## config.mk

```make
export PLATFORM = sky130hd
export DESIGN_NAME = mux_rr_arbiter
export DESIGN_NICKNAME = d
export VERILOG_FILES = /design/src/rtl/mux_rr_arbiter.sv
export SDC_FILE = /design/constraint.sdc
export NUM_CORES = 1
export LEC_CHECK = 0
export ABC_AREA = 1
export BUFFER_PORTS_ARGS = -buffer_cell sky130_fd_sc_hd__buf_2
export CORE_MARGIN = 3
export CORE_UTILIZATION = 51
export CTS_BUF_LIST = sky130_fd_sc_hd__clkbuf_8 sky130_fd_sc_hd__clkbuf_16
export DETAILED_ROUTE_END_ITERATION = 8
export GPL_ROUTABILITY_DRIVEN = 0
export GPL_TIMING_DRIVEN = 0
export MAX_ROUTING_LAYER = met4
export PLACE_DENSITY = 0.9
export REMOVE_ABC_BUFFERS = 1
export SLEW_MARGIN = 20
export SYNTH_ARGS = -nofsm -noshare
export SYNTH_HDL_FRONTEND = slang
export SYNTH_SLANG_ARGS = --single-unit
export TNS_END_PERCENT = 20
```

## constraint.sdc

```tcl
create_clock -name clk -period 3.32 [get_ports clk]
set_input_delay 0 -clock clk [delete_from_list [all_inputs] [get_ports clk]]
set_output_delay 0 -clock clk [all_outputs]
set_load 0.02 [all_outputs]
```

## src/rtl/mux_rr_arbiter.sv

```systemverilog
// Round-robin arbiter that grants one requester at a time the shared output
// channel and drives the data mux select until end-of-packet or stall timeout.
module mux_rr_arbiter #(
  parameter int unsigned N_REQ     = 4,
  parameter int unsigned SEL_W     = 2,
  parameter int unsigned DATA_W    = 8,
  parameter int unsigned STALL_MAX = 15
) (
  input  logic                    clk,
  input  logic                    reset,
  input  logic [N_REQ-1:0]        req,
  input  logic [N_REQ-1:0]        last,
  input  logic [N_REQ*DATA_W-1:0] data_in,
  input  logic                    out_ready,
  output logic [N_REQ-1:0]        grant,
  output logic [SEL_W-1:0]        sel,
  output logic                    out_valid,
  output logic [DATA_W-1:0]       out_data,
  output logic                    out_last,
  output logic                    busy
);

  localparam int unsigned CNT_W = $clog2(STALL_MAX + 1);

  typedef enum logic {IDLE, OWN} state_t;

  state_t             state_q, state_d;
  logic [N_REQ-1:0]   grant_q, grant_d;
  logic [SEL_W-1:0]   sel_q, sel_d;
  logic [SEL_W-1:0]   ptr_q, ptr_d;
  logic [CNT_W-1:0]   stall_q, stall_d;
  logic               busy_q, busy_d;

  logic               pick_found;
  logic [SEL_W-1:0]   pick_idx;
  logic               stall_hit;
  logic [DATA_W-1:0]  slice [N_REQ];

  always_comb begin
    for (int unsigned i = 0; i < N_REQ; i++) begin
      slice[i] = data_in[i*DATA_W +: DATA_W];
    end
  end

  assign out_data  = slice[sel_q];
  assign out_valid = busy_q & req[sel_q];
  assign out_last  = out_valid & last[sel_q];
  assign grant     = grant_q;
  assign sel       = sel_q;
  assign busy      = busy_q;

  // Search ptr, ptr+1, ... ; SEL_W-bit addition wraps modulo N_REQ.
  always_comb begin
    logic [SEL_W-1:0] cand;
    pick_found = 1'b0;
    pick_idx   = '0;
    cand       = '0;
    for (int unsigned k = 0; k < N_REQ; k++) begin
      cand = ptr_q + SEL_W'(k);
      if (!pick_found && req[cand]) begin
        pick_found = 1'b1;
        pick_idx   = cand;
      end
    end
  end

  always_comb begin
    state_d   = state_q;
    grant_d   = grant_q;
    sel_d     = sel_q;
    ptr_d     = ptr_q;
    stall_d   = stall_q;
    stall_hit = 1'b0;
    case (state_q)
      IDLE: begin
        if (pick_found) begin
          state_d = OWN;
          grant_d = N_REQ'(1) << pick_idx;
          sel_d   = pick_idx;
          stall_d = '0;
        end
      end
      OWN: begin
        if (req[sel_q]) begin
          stall_d = '0;
        end else if (stall_q != CNT_W'(STALL_MAX)) begin
          stall_d = stall_q + 1'b1;
        end
        stall_hit = !req[sel_q] && (stall_q == CNT_W'(STALL_MAX - 1));
        // End-of-packet and stall timeout share one release path, so ptr advances once.
        if ((out_last && out_ready) || stall_hit) begin
          state_d = IDLE;
          grant_d = '0;
          ptr_d   = sel_q + SEL_W'(1);
          stall_d = '0;
        end
      end
      default: state_d = IDLE;
    endcase
    busy_d = (state_d == OWN);
  end

  always_ff @(posedge clk) begin
    if (reset) begin
      state_q <= IDLE;
      grant_q <= '0;
      sel_q   <= '0;
      ptr_q   <= '0;
      stall_q <= '0;
      busy_q  <= 1'b0;
    end else begin
      state_q <= state_d;
      grant_q <= grant_d;
      sel_q   <= sel_d;
      ptr_q   <= ptr_d;
      stall_q <= stall_d;
      busy_q  <= busy_d;
    end
  end

endmodule
```

==> results of run 1 <==
[layout make-up]
class,count,area share [%]
Clock inverter,1,0.3044
Tap cell,28,2.131
Sequential cell,13,15.83
Timing Repair Buffer,59,17.96
Clock buffer,3,2.511
Multi-Input combinational cell,168,56.85
Inverter,19,4.414
[cells by family (layout without fill, tap and decap cells)]
kind of cell	Yosys count	after routing	synth area share, %
buffers and inverters	27	82	8.786
AOI/OAI and AO/OA	44	44	18.82
and+or+nand+nor	120	120	49.28
xor gates and xnor gates	2	2	1.337
DFF	13	13	19.87
adders and majority gates	2	2	1.910
[per-stage QoR]
step           hold slack [ps]  instance area (um2)  total power [mW]  setup WS [ps]
2_1_floorplan            62.44                 1267            0.3594           1313
3_3_place_gp             280.0                 1598            0.4345           1159
3_5_place_dp             283.3                 1598            0.4381           1112
4_1_cts                  28.20                 1644            0.5766           1097
5_1_grt                  38.02                 1644            0.6138          824.0
6_report                 33.02                 1644            0.5774           1068
[flip-flops by register name, indices dropped and copies added, names as in the netlist]
name	cells
busy	1
grant	4
ptr_q	2
sel	2
stall_q	4
[how the worst min path moves through the flow]
stage | startpoint | to | slack (ps) | cells past startpoint
after floorplan | reset | grant[1] | 60 | 1
after global placement | reset | stall_q[2] | 280 | 2
after detailed placement | reset | stall_q[2] | 280 | 2
after CTS | reset | stall_q[2] | 30 | 2
after global routing | reset | stall_q[2] | 40 | 2
final | reset | stall_q[2] | 30 | 2
[cell usage after synthesis]
master	number	area, um2
and3_1	1	6.260
nor2_4	2	22.52
nand2_1	42	157.7
and2_1	1	6.260
inv_1	13	48.80
inv_2	5	18.77
nor2_1	31	116.4
nor3_1	1	5.000
a21oi_2	3	26.28
clkbuf_1	4	15.01
dfxtp_1	13	260.3
nand3_2	3	30.03
xor2_1	2	17.52
nand3_4	1	17.52
o22ai_1	8	50.05
nor2_8	1	20.02
ha_1	2	25.02
o21ai_1	3	15.01
o21ai_0	17	85.08
clkinv_2	1	5.000
buf_2	1	5.000
nand3_1	18	90.09
nand4_1	3	18.77
nand3b_1	1	7.510
nand4_4	1	21.27
buf_6	1	11.26
nand2_4	5	56.30
buf_4	1	7.510
nand2_2	8	50.05
o21ai_2	1	8.760
buf_1	1	3.750
a31oi_1	1	6.260
a21oi_1	11	55.05
nand3b_4	1	20.02
[where the power goes]
part / internal [mW] / switching (mW) / total, mW
combinational: 0.0923 / 0.156 / 0.248
clock: 0.0829 / 0.0580 / 0.141
sequential: 0.167 / 0.0217 / 0.189
total: 0.342 / 0.235 / 0.577
[layer usage]
layer	global-route usage [%]	up-vias	share of wire [%]
li1	-	797	-
met1	25.59	685	45
met2	34.32	48	49
met3	2.069	6	4.8
met4	7.458	0	1.7
met5	-	-	0
==> impl_metrics.ini, run 1 <==
[setup_path]
critical_path_depth = 9
r2r_start = sel[0]
ff2ff_path_depth = 9
cp_cell_sequence = inv_2, nand2_1, nand3_1, nand2_2, nand2_1, nor2_1, nand4_4, a21oi_1, nor2_1
crit_required_ps = 3450
cp-start-kind = flip-flop
r2r-end = stall_q[3]
crit_end = stall_q[3]
r2r_setup_slack_ps = 1070
end_kind = flip-flop
path_class = reg -> reg
cp-startpoint = sel[0]
worst_path_max_delay_cell = dfxtp_1
slowest_delay_ps = 790
path_buf_inv = 1
cpLargestDelayFamily = simple AND/OR/NAND/NOR gates
worstPathMaxFanout = 24
arrival_ps = 2390

[final_layout]
seqCellArea_um2 = 260.3
fin_cells = 291
final_common_cell = buf_2
multi_input_area_um2 = 934.6
drive_above_1_share_pct = 36.12
area_growth_pct = 25.50
diodes = 0
fill_cells = 203
fin_nets = 309
layout_common_cells = buf_2, nand2_1, nor2_1
final_util_pct = 70.91

[route]
drt_iter0_drc = 57
vias = 1536
remaining_drc_errors = 0
drtAntennaViolNets = 0
first_pass_iters = 4
viasPerCell = 5.278
avgRoutedWirePerCell_um = 11.21
routed_wl_um = 3263

[yosys]
syn_inst = 208
synth_seq_cells = 13
syn_avg_cell_area_um2 = 6.298
yosysUniqueCellTypes = 34
yosys_warnings = 0
netlist_area_mm2 = 0.001310
ys_seq_area_share_pct = 19.87

[sta]
worstMarginPinSlew_ps = 724.8
max_freq_mhz = 444.0
hold_violations = 0
post-route-period-util_pct = 67.83
slew_violations = 0
tns_ps = 0
fin_worst_skew_ps = 3.788
finalCriticalPeriod_ps = 2252
setup_viol = 0
grt_setup_unrepaired = no
relSlewSlack_pct = 51.61

[global_route]
grt_max_degree = 25
antenna_found_initial = 0
overflow = 0
grt_pass1_wl_um = 5271
grt_pass1_vias = 1305
grt.total_usage_pct = 20.59

[clock_tree]
cts_max_level = 1
cts-hold-fix-buffers = 0
cts_tree = yes
cts-root-buf = clkbuf_8
cts_buffer_depth = 2
post_cts_buffers = 0
cts_made_buffers = 3
post_cts_resized = 0
clk_pin_slew_worst_paths_ps = 60
clk_latency_ps = 240
cts_sinks = 13

[power]
powerDensity_mw_per_mm2 = 351.2
irDropWorstVdd_v = 0.0003717
power.leakage_nw = 0.8739

[run]
maxCapViolations = 0

[floorplan]
coreArea_mm2 = 0.002318
fp.dieArea_mm2 = 0.003213
start_util_pct = 56.50
io_pins = 60
die_w_um = 56.68
die_h_um = 56.68
num_rows = 17

[worst_hold_path]
hold_class = in -> reg

[run_status]
outcome = finished clean

[placement]
dp_cells = 287
io_buffers = 59
dp_hpwl_um = 2582
Power figures use the tool's default switching activity.
==> run 2, diff against run 1 <==
--- a/config.mk
+++ b/config.mk
@@ -5,16 +5,16 @@
 export SDC_FILE = /design/constraint.sdc
 export NUM_CORES = 1
 export LEC_CHECK = 0
-export ABC_AREA = 1
+export ABC_AREA = 0
 export BUFFER_PORTS_ARGS = -buffer_cell sky130_fd_sc_hd__buf_2
 export CORE_MARGIN = 3
-export CORE_UTILIZATION = 51
+export CORE_UTILIZATION = 43
 export CTS_BUF_LIST = sky130_fd_sc_hd__clkbuf_8 sky130_fd_sc_hd__clkbuf_16
 export DETAILED_ROUTE_END_ITERATION = 8
 export GPL_ROUTABILITY_DRIVEN = 0
 export GPL_TIMING_DRIVEN = 0
 export MAX_ROUTING_LAYER = met4
-export PLACE_DENSITY = 0.9
+export PLACE_DENSITY = 0.83
 export REMOVE_ABC_BUFFERS = 1
 export SLEW_MARGIN = 20
 export SYNTH_ARGS = -nofsm -noshare
==> constraint.sdc (replaced) <==
create_clock -name clk -period 2.1 [get_ports clk]
set_input_delay 0 -clock clk [delete_from_list [all_inputs] [get_ports clk]]
set_output_delay 0 -clock clk [all_outputs]
set_load 0.02 [all_outputs]
==> run 2 against run 1 <==
Sequential share of layout area rose by 3.4 points. Final cell count fell by 34%. Global-route usage rose by 0.77 points. Worst hold slack improved by 11 ps. Sequential power rose by 51%. Critical path depth fell by 4. Critical path type unchanged. Highest routed layer unchanged.
==> impl_metrics.ini, run 2 <==
[sta]
finalCriticalPeriod_ps = 1901
max_freq_mhz = 526.0
tns_ps = 0
relSlewSlack_pct = 67.42
fin_ws_ps = 199.0
slew_violations = 0
hold_violations = 0
post-route-period-util_pct = 90.52
fin_worst_skew_ps = 1.254
worstMarginPinSlew_ps = 488.0
setup_viol = 0
grt_setup_unrepaired = no

[global_route]
grt_max_degree = 14
overflow = 0
grt.total_usage_pct = 21.36
grt_pass1_wl_um = 4547
grt_pass1_vias = 1084
antenna_found_initial = 0

[final_layout]
final_common_cell = buf_2
fin_nets = 212
multi_input_area_um2 = 703.2
area_growth_pct = 36.65
diodes = 0
fill_cells = 184
layout_common_cells = buf_2, dfxtp_1, mux4_2, inv_1, nand2_1
final_cell_area_mm2 = 0.001376
seqCellArea_um2 = 265.3
final_util_pct = 66.11
drive_above_1_share_pct = 48.80

[yosys]
yosysUniqueCellTypes = 42
syn_inst = 107
netlist_area_mm2 = 0.001007
synth_top_family_by_area = multiplexers
synth_fa_ha_area_share_pct = 2.484
synth_edf_count = 0
ys_async_sr_fraction_pct = 0
yosys_warnings = 0
synth_mux_area_share_pct = 23.35
synth_seq_cells = 13
synthFlopType = dfxtp_1
synthTopCellsByCount = dfxtp_1, mux4_2, nand2_1, inv_1, nor2_1
syn_avg_cell_area_um2 = 9.413
synthSimpleGateAreaFrac_pct = 22.11
synthMostInstantiatedCell = dfxtp_1
ys_seq_area_share_pct = 25.84
synth_compound_area_share_pct = 20.37
synth_xor_area_share_pct = 0.8696
yosys.area.top_type = dfxtp_1
synth_top_area_share_pct = 25.84
synth.area.top_cells = dfxtp_1, mux4_2, nand2_1

[setup_path]
crit_required_ps = 2230
cp-start-kind = flip-flop
worst_path_max_delay_cell = mux4_2
worstPathMaxFanout = 13
slowest_delay_ps = 600
path_class = reg -> reg
cp_cell_sequence = mux4_2, and3_4, o21ai_2, mux2i_1, nor2_1
end_kind = flip-flop
arrival_ps = 2030

[placement]
io_buffers = 59
placedInstanceArea_mm2 = 0.001320
dp_slack_ps = -218.7
dp_hpwl_um = 2330

[floorplan]
io_pins = 60
coreArea_mm2 = 0.002082
die_h_um = 54.40
fp.dieArea_mm2 = 0.002959
num_rows = 16
die_w_um = 54.40
start_util_pct = 48.38

[run_status]
outcome = finished clean

[route]
routed_wl_um = 2849
vias = 1076
avgRoutedWirePerCell_um = 14.76
viasPerCell = 5.575
drt_iter0_drc = 30
m1WireLength_um = 1099
wl_met3_um = 89
remaining_drc_errors = 0
routed.top_layer = met4
route.met2.wl_um = 1631
drtAntennaViolNets = 0
first_pass_iters = 4

[clock_tree]
cts_sinks = 13
cts-hold-fix-buffers = 0
cts-root-buf = clkbuf_8
cts_max_level = 1
clk_pin_slew_worst_paths_ps = 50
clk_latency_ps = 240
cts_made_buffers = 3
cts_buffer_depth = 2
cts_tree = yes

[run]
maxCapViolations = 0

[worst_hold_path]
hold_class = in -> reg

[power]
p_total_mw = 0.7207
powerDensity_mw_per_mm2 = 523.6
seqPwrFrac_pct = 39.5
power.switching_mw = 0.2206
intPower_mw = 0.5001
power.leakage_nw = 0.6591
clockPowerShare_pct = 30.0
p_comb_share_pct = 30.5
switching_share_pct = 30.60
irDropWorstVdd_v = 0.0004957
-- run 2: cell families after synthesis --
| logic type | after synthesis |
|---|---|
| AND/OR/NAND/NOR | 38 |
| AO/OA/AOI/OAI | 29 |
| buffers and inverters | 13 |
| flip-flops | 13 |
| multiplexers | 11 |
| adder cells (fa/ha/maj) | 2 |
| XOR/XNOR | 1 |
-- run 2: worst paths after layout --
path                            startpoint  depth (start not counted)  slack (ps)       end
worst max register to register      sel[0]                          5         200  ptr_q[0]
worst min register to register    grant[0]                          2         470  grant[0]
worst min-delay path                 reset                          2          40    sel[1]
worst max-delay path                sel[0]                          5         200  ptr_q[0]
-- run 2: per-stage QoR --
step                hold slack (ps)  std cells
detailed placement            310.9        189
floorplan                     69.07        103
global route                  64.90        193
CTS                           51.97        193
global placement              296.7        189
finish                        43.89        193
-- run 2: cell type report --
class,instances,area share (%)
timing repair buffer,59,21.45
tap,27,2.455
sequential,13,19.27
clock inverter,1,0.2727
multi-input combinational,81,51.09
clock buffer,3,3.000
inverter,9,2.455
-- run 2: repair_timing --
action / in CTS / in global routing
pin swaps: 0 / 0
gates resized for setup: 1 / 3
setup buffers: 0 / 0
endpoints found under the setup margin: 11 / 8
-- run 2: metal layers --
| layer | vias up | global-route usage (%) |
|---|---|---|
| met1 | 529 | 22.05 |
| met5 | - | - |
| met4 | 0 | 7.469 |
| li1 | 522 | - |
| met3 | 4 | 2.997 |
| met2 | 21 | 40.64 |
-- run 2: critical path: cells and delay by family, from the launching register on --
| family | cells | cell delay, ps |
|---|---|---|
| simple gates | 2 | 270 |
| compound gates | 1 | 230 |
| mux | 2 | 820 |
| flops | 1 | 470 |
-- run 2: power by group through the flow --
stage               Sequential (mW)  Combinational, mW  Clock [mW]
floorplan                     0.294              0.122           0
global placement              0.288              0.211           0
detailed placement            0.290              0.217           0
CTS                           0.285              0.218       0.221
global route                  0.288              0.238       0.231
finish                        0.285              0.220       0.216
==> run 3, diff against run 2 <==
--- a/config.mk
+++ b/config.mk
@@ -14,7 +14,7 @@
 export GPL_ROUTABILITY_DRIVEN = 0
 export GPL_TIMING_DRIVEN = 0
 export MAX_ROUTING_LAYER = met4
-export PLACE_DENSITY = 0.83
+export PLACE_DENSITY_LB_ADDON = 0.05
 export REMOVE_ABC_BUFFERS = 1
 export SLEW_MARGIN = 20
 export SYNTH_ARGS = -nofsm -noshare
==> run 3 against run 2 <==
Combinational power hardly changed. Clock-buffer cell count stayed put. Clock power hardly changed. Design area is 0.55% lower. Die area stayed put. Critical path type unchanged. Critical path depth stayed put. Critical endpoint is now ptr_q[1]. Via count hardly changed.
==> impl_metrics.ini, run 3 (synthesis gave the netlist of run 2 again) <==
[run_status]
outcome = finished clean

[sta]
slew_violations = 0
relSlewSlack_pct = 65.15
fin_worst_skew_ps = 2.487
grt_setup_unrepaired = no
post-route-period-util_pct = 91.04
hold_violations = 0
setup_viol = 0
max_freq_mhz = 523.0
finalCriticalPeriod_ps = 1912
worstMarginPinSlew_ps = 522.0

[placement]
dp_hpwl_um = 2251
placedInstanceArea_mm2 = 0.001320
dp_cells = 189
io_buffers = 59

[setup_path]
r2r-end = ptr_q[1]
r2r_setup_slack_ps = 190
cpLargestDelayFamily = flip-flops
crit_required_ps = 2250
cp_cell_sequence = mux4_2, and3_4, o21ai_2, nor2_1, a211oi_1
r2r_start = sel[1]
slowest_delay_ps = 640
end_kind = flip-flop
ff2ff_path_depth = 5
worst_path_max_delay_cell = dfxtp_1
path_buf_inv = 0
worstPathMaxFanout = 13
cp-start-kind = flip-flop
arrival_ps = 2060
path_class = reg -> reg

[run]
maxCapViolations = 0

[final_layout]
final_cell_area_mm2 = 0.001369
fin_cells = 193
fill_cells = 194
multi_input_area_um2 = 696.9
fin_nets = 212
drive_above_1_share_pct = 48.19
final_util_pct = 65.75
layout_common_cells = buf_2, dfxtp_1, mux4_2, inv_1, nand2_1
final_common_cell = buf_2
seqCellArea_um2 = 264.0
diodes = 0
area_growth_pct = 35.90

[route]
first_pass_iters = 4
drtAntennaViolNets = 0
remaining_drc_errors = 0
avgRoutedWirePerCell_um = 14.49
drt_iter0_drc = 17
viasPerCell = 5.570
vias = 1075
routed_wl_um = 2796

[clock_tree]
clk_latency_ps = 240
cts_made_buffers = 3
cts_sinks = 13
cts_tree = yes
clk_pin_slew_worst_paths_ps = 50
cts_max_level = 1
cts_buffer_depth = 2
cts-hold-fix-buffers = 0
post_cts_buffers = 0
cts-root-buf = clkbuf_8

[floorplan]
num_rows = 16
io_pins = 60
start_util_pct = 48.38
die_h_um = 54.40
coreArea_mm2 = 0.002082
die_w_um = 54.40
fp.dieArea_mm2 = 0.002959

[power]
powerDensity_mw_per_mm2 = 522.2
power.leakage_nw = 0.6581
irDropWorstVdd_v = 0.0004299

[worst_hold_path]
min-delay-start = reset
hold_end = sel[0]
hold_class = in -> reg
min_delay_path_depth = 2

[global_route]
antenna_found_initial = 0
overflow = 0
grt.total_usage_pct = 21.33
grt_pass1_vias = 1004
grt_max_degree = 14
grt_pass1_wl_um = 4429
-- run 3: worst max-delay path by stage --
stage	depth (start not counted)	from	slack, ps	end
CTS	5	sel[0]	70	grant[1]
floorplan	5	sel[0]	-80	ptr_q[0]
global placement	5	sel[0]	-180	grant[2]
detailed placement	5	sel[0]	-170	grant[1]
global route	5	sel[1]	3	grant[3]
finish	5	sel[1]	190	ptr_q[1]
-- run 3: cell type report --
type	count	share of cell area, %
multi-input cells	81	50.91
clock buffers	3	3.016
inverters	9	2.468
flip-flops and latches	13	19.29
well taps	27	2.468
repair buffers	59	21.57
clock inverters	1	0.2742
-- run 3: stage by stage --
| step | hold slack, ps | power [mW] | setup WS, ps | setup TNS, ps |
|---|---|---|---|---|
| 3_3_place_gp | 301.7 | 0.4994 | -178.9 | -1469 |
| 3_5_place_dp | 305.8 | 0.5066 | -168.5 | -1351 |
| 2_1_floorplan | 69.07 | 0.4164 | -78.29 | -474.9 |
| 5_1_grt | 67.29 | 0.7574 | 2.591 | 0 |
| 6_report | 56.08 | 0.7148 | 188.1 | 0 |
| 4_1_cts | 48.79 | 0.7224 | 73.08 | 0 |
-- run 3: report_power, final --
part | switching (mW) | internal (mW)
logic | 0.106 | 0.111
clock network | 0.0856 | 0.129
registers | 0.0256 | 0.258
-- run 3: per-layer routing --
metal  vias to the layer above  wire (um)  track usage (%)
met5                         -          0                -
met4                         0          0            4.564
met3                         0        207            4.360
met2                        40       1544            39.84
met1                       513       1043            22.97
li1                        522          -                -
-- run 3: what timing repair did --
item	in CTS	in global routing
pin swaps	0	0
resized for setup	1	1
setup endpoints to repair	11	10
endpoints found under the hold margin	0	0
